## config.mk

```make
export PLATFORM = sky130hd
export DESIGN_NAME = otter_cu_fsm_ws
export DESIGN_NICKNAME = d
export VERILOG_FILES = /design/src/rtl/otter_cu_pkg.sv /design/src/rtl/otter_irq_prio.sv /design/src/rtl/otter_cu_fsm_ws.sv
export SDC_FILE = /design/constraint.sdc
export NUM_CORES = 1
export LEC_CHECK = 0
export CORE_MARGIN = 2
export CORE_UTILIZATION = 37
export CTS_CLUSTER_SIZE = 12
export DETAILED_ROUTE_END_ITERATION = 7
export PLACE_DENSITY_LB_ADDON = 0.12
export SLEW_MARGIN = 20
export SYNTH_ARGS = -nofsm -noshare
export SYNTH_HDL_FRONTEND = slang
export SYNTH_SLANG_ARGS = --single-unit
```

## constraint.sdc

```tcl
create_clock -name CLK -period 1.4 [get_ports CLK]
set_input_delay 0.14 -clock CLK [delete_from_list [all_inputs] [get_ports CLK]]
set_output_delay 0.14 -clock CLK [all_outputs]
set_load 0.02 [all_outputs]
```

## src/rtl/otter_cu_pkg.sv

```systemverilog
// Shared encodings for the OTTER multicycle control unit: opcodes, SYSTEM funct3 and sequencer states.
package otter_cu_pkg;

  typedef enum logic [6:0] {
    OPC_LOAD   = 7'b0000011,
    OPC_STORE  = 7'b0100011,
    OPC_OP     = 7'b0110011,
    OPC_OP_IMM = 7'b0010011,
    OPC_LUI    = 7'b0110111,
    OPC_AUIPC  = 7'b0010111,
    OPC_JAL    = 7'b1101111,
    OPC_JALR   = 7'b1100111,
    OPC_BRANCH = 7'b1100011,
    OPC_SYSTEM = 7'b1110011
  } opcode_t;

  typedef enum logic [2:0] {
    F3_PRIV   = 3'b000,
    F3_CSRRW  = 3'b001,
    F3_CSRRS  = 3'b010,
    F3_CSRRC  = 3'b011,
    F3_CSRRWI = 3'b101,
    F3_CSRRSI = 3'b110,
    F3_CSRRCI = 3'b111
  } funct3_system_t;

  typedef enum logic [2:0] {
    ST_FETCH,
    ST_EXEC,
    ST_MEM,
    ST_WB,
    ST_INTR
  } cu_state_t;

endpackage

```

## src/rtl/otter_irq_prio.sv

```systemverilog
// Masked, globally-enabled interrupt priority encoder; the lowest-numbered active source wins.
module otter_irq_prio #(
  parameter int NUM_IRQ = 4,
  localparam int IDW = (NUM_IRQ > 1) ? $clog2(NUM_IRQ) : 1
) (
  input  logic [NUM_IRQ-1:0] irq_i,
  input  logic [NUM_IRQ-1:0] mask_i,
  input  logic               mie_i,
  output logic               pending_o,
  output logic [IDW-1:0]     id_o
);

  logic [NUM_IRQ-1:0] active;

  always_comb begin
    active    = irq_i & mask_i;
    pending_o = mie_i & (|active);
    id_o      = '0;
    // Scan downward so the lowest set index is the last one written.
    for (int i = NUM_IRQ - 1; i >= 0; i--) begin
      if (active[i]) id_o = IDW'(i);
    end
  end

endmodule

```

## src/rtl/otter_cu_fsm_ws.sv

```systemverilog
// OTTER multicycle sequencer: fetch/exec/mem/writeback with wait-state memory handshake,
// bounded request timeout and interrupt entry at instruction boundaries.
module otter_cu_fsm_ws
  import otter_cu_pkg::*;
#(
  parameter int NUM_IRQ     = 4,
  parameter int MEM_TIMEOUT = 16,
  localparam int IDW = (NUM_IRQ > 1) ? $clog2(NUM_IRQ) : 1
) (
  input  logic               CLK,
  input  logic               RST,
  input  logic [6:0]         CU_OPCODE,
  input  logic [2:0]         CU_FUNC3,
  input  logic [NUM_IRQ-1:0] CU_IRQ,
  input  logic [NUM_IRQ-1:0] CU_IRQ_MASK,
  input  logic               CU_MIE,
  input  logic               CU_MEM_ACK,
  output logic               CU_MEM_RDEN1,
  output logic               CU_IR_WE,
  output logic               CU_MEM_RDEN2,
  output logic               CU_MEM_WE2,
  output logic               CU_PC_WE,
  output logic               CU_RF_WE,
  output logic               CU_CSR_WE,
  output logic               CU_INT_TAKEN,
  output logic [IDW-1:0]     CU_INT_ID,
  output logic               CU_MEM_TIMEOUT
);

  localparam int CNT_W = (MEM_TIMEOUT > 2) ? $clog2(MEM_TIMEOUT) : 1;

  cu_state_t        state_q, state_d;
  logic [CNT_W-1:0] cnt_q, cnt_d;
  logic [IDW-1:0]   id_q, id_d;
  logic             flag_q, flag_d;
  logic             irq_pending;
  logic [IDW-1:0]   irq_id;
  logic             done;
  logic             req;

  otter_irq_prio #(.NUM_IRQ(NUM_IRQ)) u_irq_prio (
    .irq_i     (CU_IRQ),
    .mask_i    (CU_IRQ_MASK),
    .mie_i     (CU_MIE),
    .pending_o (irq_pending),
    .id_o      (irq_id)
  );

  always_ff @(posedge CLK) begin
    if (RST) begin
      state_q <= ST_FETCH;
      cnt_q   <= '0;
      id_q    <= '0;
      flag_q  <= 1'b0;
    end else begin
      state_q <= state_d;
      cnt_q   <= cnt_d;
      id_q    <= id_d;
      flag_q  <= flag_d;
    end
  end

  always_comb begin
    state_d      = state_q;
    cnt_d        = cnt_q;
    id_d         = id_q;
    flag_d       = flag_q;
    done         = 1'b0;
    CU_MEM_RDEN1 = 1'b0;
    CU_IR_WE     = 1'b0;
    CU_MEM_RDEN2 = 1'b0;
    CU_MEM_WE2   = 1'b0;
    CU_PC_WE     = 1'b0;
    CU_RF_WE     = 1'b0;
    CU_CSR_WE    = 1'b0;
    CU_INT_TAKEN = 1'b0;

    case (state_q)
      ST_FETCH: begin
        CU_MEM_RDEN1 = 1'b1;
        if (CU_MEM_ACK) begin
          CU_IR_WE = 1'b1;
          state_d  = ST_EXEC;
        end
      end
      ST_EXEC: begin
        case (opcode_t'(CU_OPCODE))
          OPC_LOAD: begin
            CU_MEM_RDEN2 = 1'b1;
            state_d      = ST_MEM;
          end
          OPC_STORE: begin
            CU_MEM_WE2 = 1'b1;
            state_d    = ST_MEM;
          end
          OPC_OP, OPC_OP_IMM, OPC_LUI, OPC_AUIPC, OPC_JAL, OPC_JALR: begin
            CU_RF_WE = 1'b1;
            CU_PC_WE = 1'b1;
            done     = 1'b1;
          end
          OPC_SYSTEM: begin
            CU_PC_WE = 1'b1;
            // mret (funct3 000) only redirects the PC; CSR ops also write rd.
            if (funct3_system_t'(CU_FUNC3) != F3_PRIV) begin
              CU_RF_WE  = 1'b1;
              CU_CSR_WE = 1'b1;
            end
            done = 1'b1;
          end
          default: begin
            CU_PC_WE = 1'b1;
            done     = 1'b1;
          end
        endcase
      end
      ST_MEM: begin
        if (opcode_t'(CU_OPCODE) == OPC_STORE) begin
          CU_MEM_WE2 = 1'b1;
          if (CU_MEM_ACK) begin
            CU_PC_WE = 1'b1;
            done     = 1'b1;
          end
        end else begin
          CU_MEM_RDEN2 = 1'b1;
          if (CU_MEM_ACK) state_d = ST_WB;
        end
      end
      ST_WB: begin
        CU_RF_WE = 1'b1;
        CU_PC_WE = 1'b1;
        done     = 1'b1;
      end
      ST_INTR: begin
        CU_INT_TAKEN = 1'b1;
        CU_PC_WE     = 1'b1;
        state_d      = ST_FETCH;
      end
      default: state_d = ST_FETCH;
    endcase

    if (done) begin
      if (irq_pending) begin
        id_d    = irq_id;
        state_d = ST_INTR;
      end else begin
        state_d = ST_FETCH;
      end
    end

    // Counter only runs while a request sits in the same state unacknowledged.
    req = CU_MEM_RDEN1 | CU_MEM_RDEN2 | CU_MEM_WE2;
    if (state_d != state_q) begin
      cnt_d = '0;
    end else if (req && !CU_MEM_ACK) begin
      if (cnt_q == CNT_W'(MEM_TIMEOUT - 1)) begin
        flag_d  = 1'b1;
        cnt_d   = '0;
        state_d = ST_FETCH;
      end else begin
        cnt_d = cnt_q + CNT_W'(1);
      end
    end

    CU_INT_ID      = id_q;
    CU_MEM_TIMEOUT = flag_q;
    if (RST) begin
      CU_MEM_RDEN1   = 1'b0;
      CU_IR_WE       = 1'b0;
      CU_MEM_RDEN2   = 1'b0;
      CU_MEM_WE2     = 1'b0;
      CU_PC_WE       = 1'b0;
      CU_RF_WE       = 1'b0;
      CU_CSR_WE      = 1'b0;
      CU_INT_TAKEN   = 1'b0;
      CU_INT_ID      = '0;
      CU_MEM_TIMEOUT = 1'b0;
    end
  end

endmodule

```

==> results.json <==
{
  "die_x_um": 49.0,
  "fin_worst_skew_ns": 0.00580,
  "cts_buffer_depth": 2,
  "grt_pass1_wl_um": 3780,
  "clkSinkCount": 10,
  "fin_util_pct": 71.5,
  "slew_violations": 0,
  "grt_setup_unrepaired": "true",
  "drt_wl_total_um": 2380,
  "stdcell_area_um2": 1390,
  "fmax_mhz": 662,
  "yosysUniqueCellTypes": 43,
  "hold_viol": 0,
  "yosys.area.top_type_share_pct": 26.7,
  "gp_congestion": 0.727,
  "vias_per_cell": 5.31,
  "dr.pass1.iters": 4,
  "row_count": 16,
  "io_pins": 33,
  "cts_max_level": 1,
  "avgRoutedWirePerCell_um": 14.0,
  "mappedNetlistArea_um2": 751,
  "antenna_found_initial": 0,
  "cp-start-kind": "flop",
  "cp_cell_sequence": "buf_6 > a41o_4 > nand3b_1 > a31oi_2 > buf_4",
  "cts.clk_slew.worst_paths_ns": 0.07,
  "fin_crit_sh_pct": 108,
  "fill_cells": 162,
  "violations": "negative setup slack",
  "maxCapViolations": 0,
  "max_slew_margin_pct": 76.8,
  "criticalPathCategory": "reg -> out",
  "cp_slowest_cell": "dfxtp_4",
  "start_util_pct": 38.7,
  "grt_overflow": 0,
  "async_flop_share_pct": 0,
  "synth_top_area_cell": "dfxtp_1",
  "ys_ff_latch": 10,
  "die_height_um": 49.0,
  "crit_arrival_ns": 1.37,
  "numPortBuffers": 32,
  "cp-end-kind": "output port",
  "crit_fanout": 12,
  "cts_tree": "done",
  "synthCells": 86,
  "synthFlopType": "dfxtp_1",
  "hpwl_um": 1680,
  "seq_area_frac_synth_pct": 26.7,
  "track_usage_pct": 20.1,
  "clk_latency_ns": 0.27,
  "die_area_um2": 2410,
  "dpl.cell_count": 162,
  "grt_pass1_vias": 902,
  "drive_gt1_share_pct": 51.0,
  "syn_nets": 109,
  "power_density_nw_per_um2": 569,
  "n_antenna_cell": 0,
  "period_needed_ns": 1.51,
  "ys_warn_count": 0,
  "total_leakage_power_nw": 0.588,
  "hp-class": "in -> reg",
  "ant_nets": 0,
  "synth_edf_count": 0,
  "layout.cells.non_filler": 170,
  "fin_ws_ns": -0.111,
  "status": "finished, violations left",
  "worst_slew_pin_slew_ns": 0.347,
  "num_vias": 902,
  "setup_violations": 4,
  "placed_cell_area_um2": 1270,
  "cts_made_buffers": 3,
  "drc": 0,
  "drt_first_iter_violations": 10,
  "grt_max_degree": 13,
  "crit_required_ns": 1.26,
  "synth_area_leaders": "dfxtp_1 27%, mux2_4 4.0%, nor2_1 3.5%",
  "peakVddDrop_uv": 573,
  "nets": 167,
  "core_area_um2": 1940,
  "synth_area_per_cell_um2": 8.73,
  "root_buffer": "clkbuf_4",
  "area_growth_pct": 85.0,
  "slowest_delay_ns": 0.36
}
-- per-layer routing --
metal | vias to the layer above | wire length [µm] | GRT usage [%]
met5 | - | 0 | 0
li1 | 440 | - | -
met4 | 0 | 45 | 8.57
met2 | 23 | 1310 | 36.3
met3 | 4 | 90 | 4.91
met1 | 435 | 938 | 22.2
-- cells in the final DEF, fill, tap and decap left out, types with 3 or more instances in the layout --
master | synthesis | final
buf_6 | 2 | 7
clkbuf_4 | 0 | 3
nor2_1 | 7 | 6
dfxtp_1 | 10 | 7
nor2b_1 | 4 | 4
nor3_2 | 2 | 3
nand2_1 | 5 | 4
clkdlybuf4s50_1 | 0 | 10
inv_1 | 3 | 3
dlygate4sd2_1 | 0 | 5
buf_2 | 0 | 5
buf_4 | 0 | 26
-- cells by family (layout without fill, tap and decap cells) --
logic type      Yosys count  count (layout)  share of synthesized area [%]
buf+inv                   9              66                           6.50
fa+ha+maj                 1               1                           1.67
flops                    10              10                           26.7
compound gates           18              18                           20.3
xor+xnor                  2               2                           2.33
simple gates             44              44                           38.5
mux                       2               2                           4.00
-- critical path, delay by kind of cell (launching register included) --
kind / cells / cell delay [ns]
AOI/OAI and AO/OA: 2 / 0.34
buffers and inverters: 2 / 0.31
DFF: 1 / 0.36
and+or+nand+nor: 1 / 0.09
-- repair_timing --
action                                  CTS  global route
hold buffers                              0             0
gates resized for setup                  88            16
hold endpoints to repair                  0             0
buffers inserted                          4             0
pin swaps                                12             6
endpoints found under the setup margin   16            14
-- layout make-up --
class                   count  area [µm²]  area share [%]
multi-input cells          67         594            42.8
repair buffers             58         503            36.2
clock buffers               4        36.3            2.61
flip-flops and latches     10         206            14.9
well taps                  27        33.8            2.43
inverters                   4        15.0            1.08
-- cells in the mapped netlist (all sizes together), types with 3 or more instances --
library cell / instances
a21oi: 3
buf: 3
dfxtp: 10
inv: 3
nand2: 5
nand3: 3
nor2: 7
nor2b: 4
nor3: 5
nor4: 4
-- sequential cells by signal (all words and copies together) (netlist names) --
signal and flops:
cnt_q 4, state_q 3, id_q 2, flag_q 1
-- per-stage QoR --
stage / TNS [ns] / hold WS [ns] / power (mW) / setup slack (ns)
floorplan: 0 / 0.254 / 0.386 / 0.0220
global placement: -7.96 / 0.447 / 0.511 / -0.858
detailed placement: -8.49 / 0.461 / 0.516 / -0.900
CTS: -0.280 / 0.348 / 0.781 / -0.127
global route: -0.438 / 0.354 / 0.824 / -0.146
finish: -0.168 / 0.338 / 0.791 / -0.111
-- power breakdown --
group	switching (mW)	internal, mW
Combinational	0.105	0.125
Sequential	0.00591	0.290
Clock	0.106	0.158
Total	0.218	0.573
-- final timing paths --
path	startpoint	to	slack (ns)	depth (start not counted)
setup / recovery	state_q[0]$_SDFF_PP0_	CU_PC_WE	-0.11	5
hold / removal	RST	state_q[2]$_SDFF_PP0_	0.34	3
setup reg to reg	state_q[0]$_SDFF_PP0_	state_q[1]$_SDFF_PP0_	-0.01	7
hold reg to reg	flag_q$_SDFFE_PP0P_	flag_q$_SDFFE_PP0P_	0.48	2
Power figures use the tool's default switching activity.
